## config.mk

```make
export PLATFORM = sky130hd
export DESIGN_NAME = mdio_phy_responder
export DESIGN_NICKNAME = d
export VERILOG_FILES = /design/src/rtl/mdio_phy_responder.sv
export SDC_FILE = /design/constraint.sdc
export NUM_CORES = 1
export LEC_CHECK = 0
export ABC_AREA = 0
export ABC_CLOCK_PERIOD_IN_PS = 1900
export CAP_MARGIN = 20
export CORE_ASPECT_RATIO = 0.8
export CORE_MARGIN = 2
export CORE_UTILIZATION = 49
export CTS_CLUSTER_SIZE = 25
export DETAILED_ROUTE_END_ITERATION = 8
export PLACE_DENSITY = 0.84
export RECOVER_POWER = 100
export SETUP_SLACK_MARGIN = 0.3
export SYNTH_ARGS = -nofsm -noshare
export SYNTH_HDL_FRONTEND = slang
export SYNTH_SLANG_ARGS = --single-unit
```

## constraint.sdc

```tcl
create_clock -name clk -period 1.9 [get_ports clk]
set_clock_uncertainty 0.05 [all_clocks]
set_input_delay 0.38 -clock clk [delete_from_list [all_inputs] [get_ports clk]]
set_output_delay 0.38 -clock clk [all_outputs]
set_load 0.01 [all_outputs]
```

## src/rtl/mdio_phy_responder.sv

```systemverilog
// Clause-22 MDIO PHY-side responder: decodes station frames into single-clk register strobes and drives read data.
// Optional MDIO_PREAMBLE_SUPPRESS_EN lets a frame start without a full preamble after a completed addressed frame.
module mdio_phy_responder #(
    parameter logic [4:0] PHY_ADDR     = 5'd1,
    parameter int         PREAMBLE_LEN = 32
) (
    input  logic        clk,
    input  logic        reset,
    input  logic        md_c,
    input  logic        md_in,
    output logic        md_out,
    output logic        md_oe,
    output logic [4:0]  reg_addr,
    output logic        reg_rd,
    input  logic [15:0] reg_rdata,
    output logic        reg_wr,
    output logic [15:0] reg_wdata
);

    localparam int PW = $clog2(PREAMBLE_LEN + 1);
    localparam logic [PW-1:0] PRE_MAX = PW'(PREAMBLE_LEN);
`ifdef MDIO_PREAMBLE_SUPPRESS_EN
    localparam logic [PW-1:0] PRE_DONE = PRE_MAX;
`else
    localparam logic [PW-1:0] PRE_DONE = '0;
`endif

    typedef enum logic [2:0] {IDLE, ST2, OP, PHYAD, REGAD, TA, WDATA, RDATA} state_t;

    function automatic logic [PW-1:0] sat_inc(input logic [PW-1:0] c);
        if (c >= PRE_MAX)
            return PRE_MAX;
        return c + 1'b1;
    endfunction

    // md_c/md_in synchroniser; md_c_p2 is the previous synchronised md_c for edge detection
    logic md_c_p0, md_c_p1, md_c_p2;
    logic md_in_p0, md_in_p1;

    always_ff @(posedge clk) begin
        md_c_p0  <= md_c;
        md_c_p1  <= md_c_p0;
        md_c_p2  <= md_c_p1;
        md_in_p0 <= md_in;
        md_in_p1 <= md_in_p0;
    end

    logic rise, fall, sbit;
    assign rise = md_c_p1 & ~md_c_p2;
    assign fall = ~md_c_p1 & md_c_p2;
    assign sbit = md_in_p1;

    // frame decoder and read-data driver
    state_t         state;
    logic [4:0]     bit_cnt;
    logic [PW-1:0]  pre_cnt;
    logic           is_read;
    logic           op_first;
    logic [3:0]     phy_sh;
    logic [15:0]    rd_sh;
    logic           rd_pend;

    always_ff @(posedge clk) begin
        if (reset) begin
            state     <= IDLE;
            bit_cnt   <= '0;
            pre_cnt   <= '0;
            is_read   <= 1'b0;
            rd_pend   <= 1'b0;
            md_oe     <= 1'b0;
            md_out    <= 1'b1;
            reg_rd    <= 1'b0;
            reg_wr    <= 1'b0;
            reg_addr  <= '0;
            reg_wdata <= '0;
        end else begin
            reg_rd  <= 1'b0;
            reg_wr  <= 1'b0;
            rd_pend <= reg_rd;
            // register file answers one clk after the strobe
            if (rd_pend)
                rd_sh <= reg_rdata;

            case (state)
                IDLE: begin
                    if (rise) begin
                        if (sbit) begin
                            pre_cnt <= sat_inc(pre_cnt);
                        end else if (pre_cnt == PRE_MAX) begin
                            state   <= ST2;
                            pre_cnt <= '0;
                            bit_cnt <= '0;
                        end else begin
                            pre_cnt <= '0;
                        end
                    end
                end
                ST2: begin
                    if (rise) begin
                        state   <= sbit ? OP : IDLE;
                        bit_cnt <= '0;
                    end
                end
                OP: begin
                    if (rise) begin
                        if (bit_cnt == 5'd0) begin
                            op_first <= sbit;
                            bit_cnt  <= 5'd1;
                        end else begin
                            bit_cnt <= '0;
                            if (op_first != sbit) begin
                                is_read <= op_first;
                                state   <= PHYAD;
                            end else begin
                                state <= IDLE;
                            end
                        end
                    end
                end
                PHYAD: begin
                    if (rise) begin
                        if (bit_cnt == 5'd4) begin
                            bit_cnt <= '0;
                            state   <= ({phy_sh, sbit} == PHY_ADDR) ? REGAD : IDLE;
                        end else begin
                            phy_sh  <= {phy_sh[2:0], sbit};
                            bit_cnt <= bit_cnt + 5'd1;
                        end
                    end
                end
                REGAD: begin
                    if (rise) begin
                        reg_addr <= {reg_addr[3:0], sbit};
                        if (bit_cnt == 5'd4) begin
                            bit_cnt <= '0;
                            state   <= TA;
                            reg_rd  <= is_read;
                        end else begin
                            bit_cnt <= bit_cnt + 5'd1;
                        end
                    end
                end
                TA: begin
                    // read: ignore the fall preceding TA bit 1, take the pad on the fall after it
                    if (is_read) begin
                        if (rise) begin
                            bit_cnt <= 5'd1;
                        end else if (fall && bit_cnt == 5'd1) begin
                            md_oe   <= 1'b1;
                            md_out  <= 1'b0;
                            bit_cnt <= '0;
                            state   <= RDATA;
                        end
                    end else if (rise) begin
                        if (bit_cnt == 5'd1) begin
                            bit_cnt <= '0;
                            state   <= WDATA;
                        end else begin
                            bit_cnt <= 5'd1;
                        end
                    end
                end
                WDATA: begin
                    if (rise) begin
                        reg_wdata <= {reg_wdata[14:0], sbit};
                        if (bit_cnt == 5'd15) begin
                            reg_wr  <= 1'b1;
                            bit_cnt <= '0;
                            pre_cnt <= PRE_DONE;
                            state   <= IDLE;
                        end else begin
                            bit_cnt <= bit_cnt + 5'd1;
                        end
                    end
                end
                RDATA: begin
                    if (fall) begin
                        if (bit_cnt == 5'd16) begin
                            md_oe   <= 1'b0;
                            md_out  <= 1'b1;
                            bit_cnt <= '0;
                            pre_cnt <= PRE_DONE;
                            state   <= IDLE;
                        end else begin
                            md_out  <= rd_sh[15];
                            rd_sh   <= {rd_sh[14:0], 1'b0};
                            bit_cnt <= bit_cnt + 5'd1;
                        end
                    end
                end
                default: state <= IDLE;
            endcase
        end
    end

endmodule

```

==> results of run 1 <==
power by group through the flow:
stage | Clock, mW | Combinational, mW | Sequential [mW]
2_1_floorplan | 0 | 0.0611 | 1.54
3_3_place_gp | 0 | 0.130 | 1.55
3_5_place_dp | 0 | 0.132 | 1.55
4_1_cts | 1.19 | 0.137 | 1.51
5_1_grt | 1.27 | 0.150 | 1.52
6_report | 1.18 | 0.138 | 1.51
layout by cell type (no fill, tap or decap), drive strengths merged, types with 3 or more instances in the layout:
| cell | n |
|---|---|
| a31oi | 5 |
| nand2 | 58 |
| nor2 | 24 |
| inv | 7 |
| a211oi | 6 |
| and3 | 3 |
| nand3b | 5 |
| o21ai | 23 |
| edfxtp | 21 |
| nor3 | 4 |
| nor2b | 5 |
| buf | 44 |
| nor4b | 3 |
| mux2i | 22 |
| nand3 | 13 |
| dfxtp | 46 |
| clkdlybuf4s50 | 16 |
| a21oi | 32 |
| clkinv | 3 |
| dlygate4sd2 | 25 |
| ha | 7 |
| dlygate4sd3 | 3 |
| clkbuf | 11 |
state kept, by name, indices dropped and copies added (netlist names):
name,count
md_in_p1,1
reg_wdata,16
phy_sh,4
reg_addr,5
is_read,1
op_first,1
md_c_p1,1
pre_cnt,6
md_in_p0,1
reg_wr,1
state,3
reg_rd,1
md_c_p0,1
rd_sh,16
md_out,1
md_c_p2,1
bit_cnt,5
md_oe,1
rd_pend,1
cell type report:
| class | count | area, um^2 |
|---|---|---|
| clock buffers | 11 | 141.4 |
| clock inverters | 5 | 53.80 |
| fillers | 450 | 1829 |
| inverters | 8 | 32.53 |
| multi-input cells | 246 | 1730 |
| flip-flops and latches | 67 | 1565 |
| well taps | 84 | 105.1 |
| repair buffers | 89 | 853.3 |
worst max path at each step:
stage	startpoint	endpoint	cells past startpoint
2_1_floorplan	bit_cnt[1]	state[0]	7
5_1_grt	bit_cnt[0]	state[2]	8
6_report	bit_cnt[1]	bit_cnt[2]	8
3_3_place_gp	bit_cnt[0]	bit_cnt[2]	7
4_1_cts	bit_cnt[1]	state[0]	7
3_5_place_dp	bit_cnt[1]	state[0]	8
layer usage:
| layer | track usage (%) | part of all wire [%] |
|---|---|---|
| met1 | 30.50 | 41 |
| met2 | 37.86 | 49 |
| met3 | 7.455 | 7.7 |
| met4 | 8.406 | 2.3 |
| met5 | 0 | 0 |
Yosys cell counts, types with 2 or more instances:
cell / count / share of area (%)
nand3_1: 13 / 2.1
a21oi_1: 32 / 5.0
or3_1: 2 / 0.39
nor4_1: 2 / 0.39
buf_1: 3 / 0.36
nor2b_1: 5 / 0.99
clkbuf_1: 13 / 1.5
a31oi_1: 5 / 0.99
nand2_1: 58 / 6.9
a211oi_1: 6 / 1.4
and3_1: 3 / 0.59
dfxtp_1: 46 / 29
o21ai_0: 22 / 3.5
nand2b_1: 2 / 0.39
nand4_1: 2 / 0.39
nor3_1: 4 / 0.63
nand3b_1: 5 / 1.2
and4bb_2: 2 / 0.79
a2bb2oi_1: 2 / 0.55
ha_1: 7 / 2.8
buf_2: 2 / 0.32
nand4b_1: 2 / 0.55
mux2i_1: 22 / 6.9
inv_1: 7 / 0.83
nor2_1: 23 / 2.7
edfxtp_1: 21 / 20
and2_1: 2 / 0.39
per-stage QoR:
step                      utilization (%)  power [mW]  area, um^2  worst slack [ns]
after floorplan                         -       1.604        3288            0.1664
after global routing                71.02       2.931        4482           -0.1453
final                               71.02       2.834        4482          -0.07199
after detailed placement            62.87       1.679        3968          -0.02646
after global placement              62.87       1.676        3968           0.09208
after CTS                           69.15       2.843        4364           0.01509
cell families after synthesis:
kind of cell / synth area share (%)
fa+ha+maj: 2.761
flops: 48.91
mux: 7.298
simple gates: 22.17
compound gates: 15.07
xor+xnor: 0.2762
buf+inv: 3.511
critical path, cell delays in order (launching register included):
cell      delay (ns)
dfxtp_4         0.37
inv_4           0.06
ha_4            0.11
nor4b_4         0.26
a311oi_2        0.19
a2111o_1        0.43
buf_4           0.18
nor4_2          0.12
a31o_1          0.13
repair_timing:
item                                    4_1_cts  5_1_grt
setup buffers                                12        5
gates cloned                                  2        0
pin swaps                                    12       10
hold buffers                                  0        0
gates resized for setup                      49       24
endpoints found under the setup margin       77       52
==> metrics.txt, run 1 <==
violated checks=negative setup slack; overall die area=7136 um^2; Worst Hold Slack=roughly 0.28 ns; distinct cell type count after synthesis=54; first-pass GRT wire length=about 13000 um; proportion of register bits with asynchronous set or reset after synthesis=0%; leakage power=1.681 nW; final setup slack of the worst path=-0.07199 ns; clock tree from TritonCTS=built; overall routing resource usage=between 20% and 30%; number of clock sinks seen by CTS=67; clock buffer count from CTS=9; Worst slew margin=approximately three quarters; Final Max Slew Viols=0; source of the worst register-to-register timing path=bit_cnt[1]; starting density of the core=50.26%; Period minus WS final=~2.0 ns; cell total after placement=about 480; number of DRC markers in iteration 0=220; drt via density=5.765; Detailed Routing Iterations Pass 1=5; vertical die dimension=75.96 um; highest ir drop seen on vdd=~0.00047 V; net load switching power=631.1 uW; Seq pwr share=between 50% and 60%; core area=6311 um^2; number of buffers inserted by port buffering=44; Net Count, Synth=around 370; post-route non-filler standard cell count=slightly above 500; share of synthesized area occupied by flip-flops and latches=48.92%; worst setup slack for register-to-register paths=-0.07 ns; Worst-Margin Slew=0.3607 ns; hold-critical path endpoint=md_in_p1; startpoint of the lowest-slack hold path=md_in_p0; depth of the worst register-to-register path=8; Wirelength per Cell=approximately 17 um; routed via count=a little under 3000; vias in the first global route=approximately 2800; largest buffer count on any clock path=2; switching part of the total power=between 20% and 30%; largest net degree at the start of global routing=38; syn avg cell area=approximately 9.3 um^2; count of H-tree levels built during CTS=3; required time at the endpoint of the critical path=approximately 2.1 ns; Worst Path Class, Setup=register to register; diode insertion count for antenna repair=0; total number of yosys warnings=0; combinational power share=a little under 5%; final-stage net count=448; accumulated negative setup slack=-0.2042 ns; unrepaired setup endpoints after global routing=yes; drt drc=0; fraction of the cycle the final worst path needs=103.8%; critical path arrival=approximately 2.2 ns; maximum fanout along the worst path=6; Die W=between 90 and 100 um; Syn Std Cell Area=3172 um^2; clock latency at the later pin of the worst-skew pair=~0.35 ns; Worst R2R End=bit_cnt[2]; number of antenna violations at the first check in global routing=0; Syn Inst Count=340; crit start category=register; CTS Root Cell=clkbuf_8; layout cell share with drive strength beyond 1=a little over a quarter; worst min-delay path category=register to register; upper clock frequency limit=between 0.5 and 0.6 GHz; antenna-violating nets left=0; clock-pin slew of the registers on the worst-case setup and hold paths=roughly 0.070 ns; nature of the critical path endpoint=register; global placer's final weighted congestion=0.9724; GR Overflow Total=0; #FFs+latches synth=between 60 and 70; part of the power in the clock network=41.7%; cell internal pwr=2.203 mW; area delta synth->final=41.30%; number of synthesized flops with an enable pin=21; cell row count=26; num ports=45; count of cells along the worst hold path=0; areal power density over the cells=~630 nW/um^2; routed wire length=roughly 8600 um; ys flop type=dfxtp_1; final number of hold-violating endpoints=0; number of max-cap violations=0; DP HPWL=just over 5000 um; # setup viols final=6; result of the run=complete, but fails checks
No activity file was read; power rests on OpenSTA's default activity.
==> inputs of run 2 (changes only) <==
Settings changed: GPL_TIMING_DRIVEN from default to 1.
==> results of run 2 <==
Same layout as run 1: the final DEF is identical, and so are final timing and power.
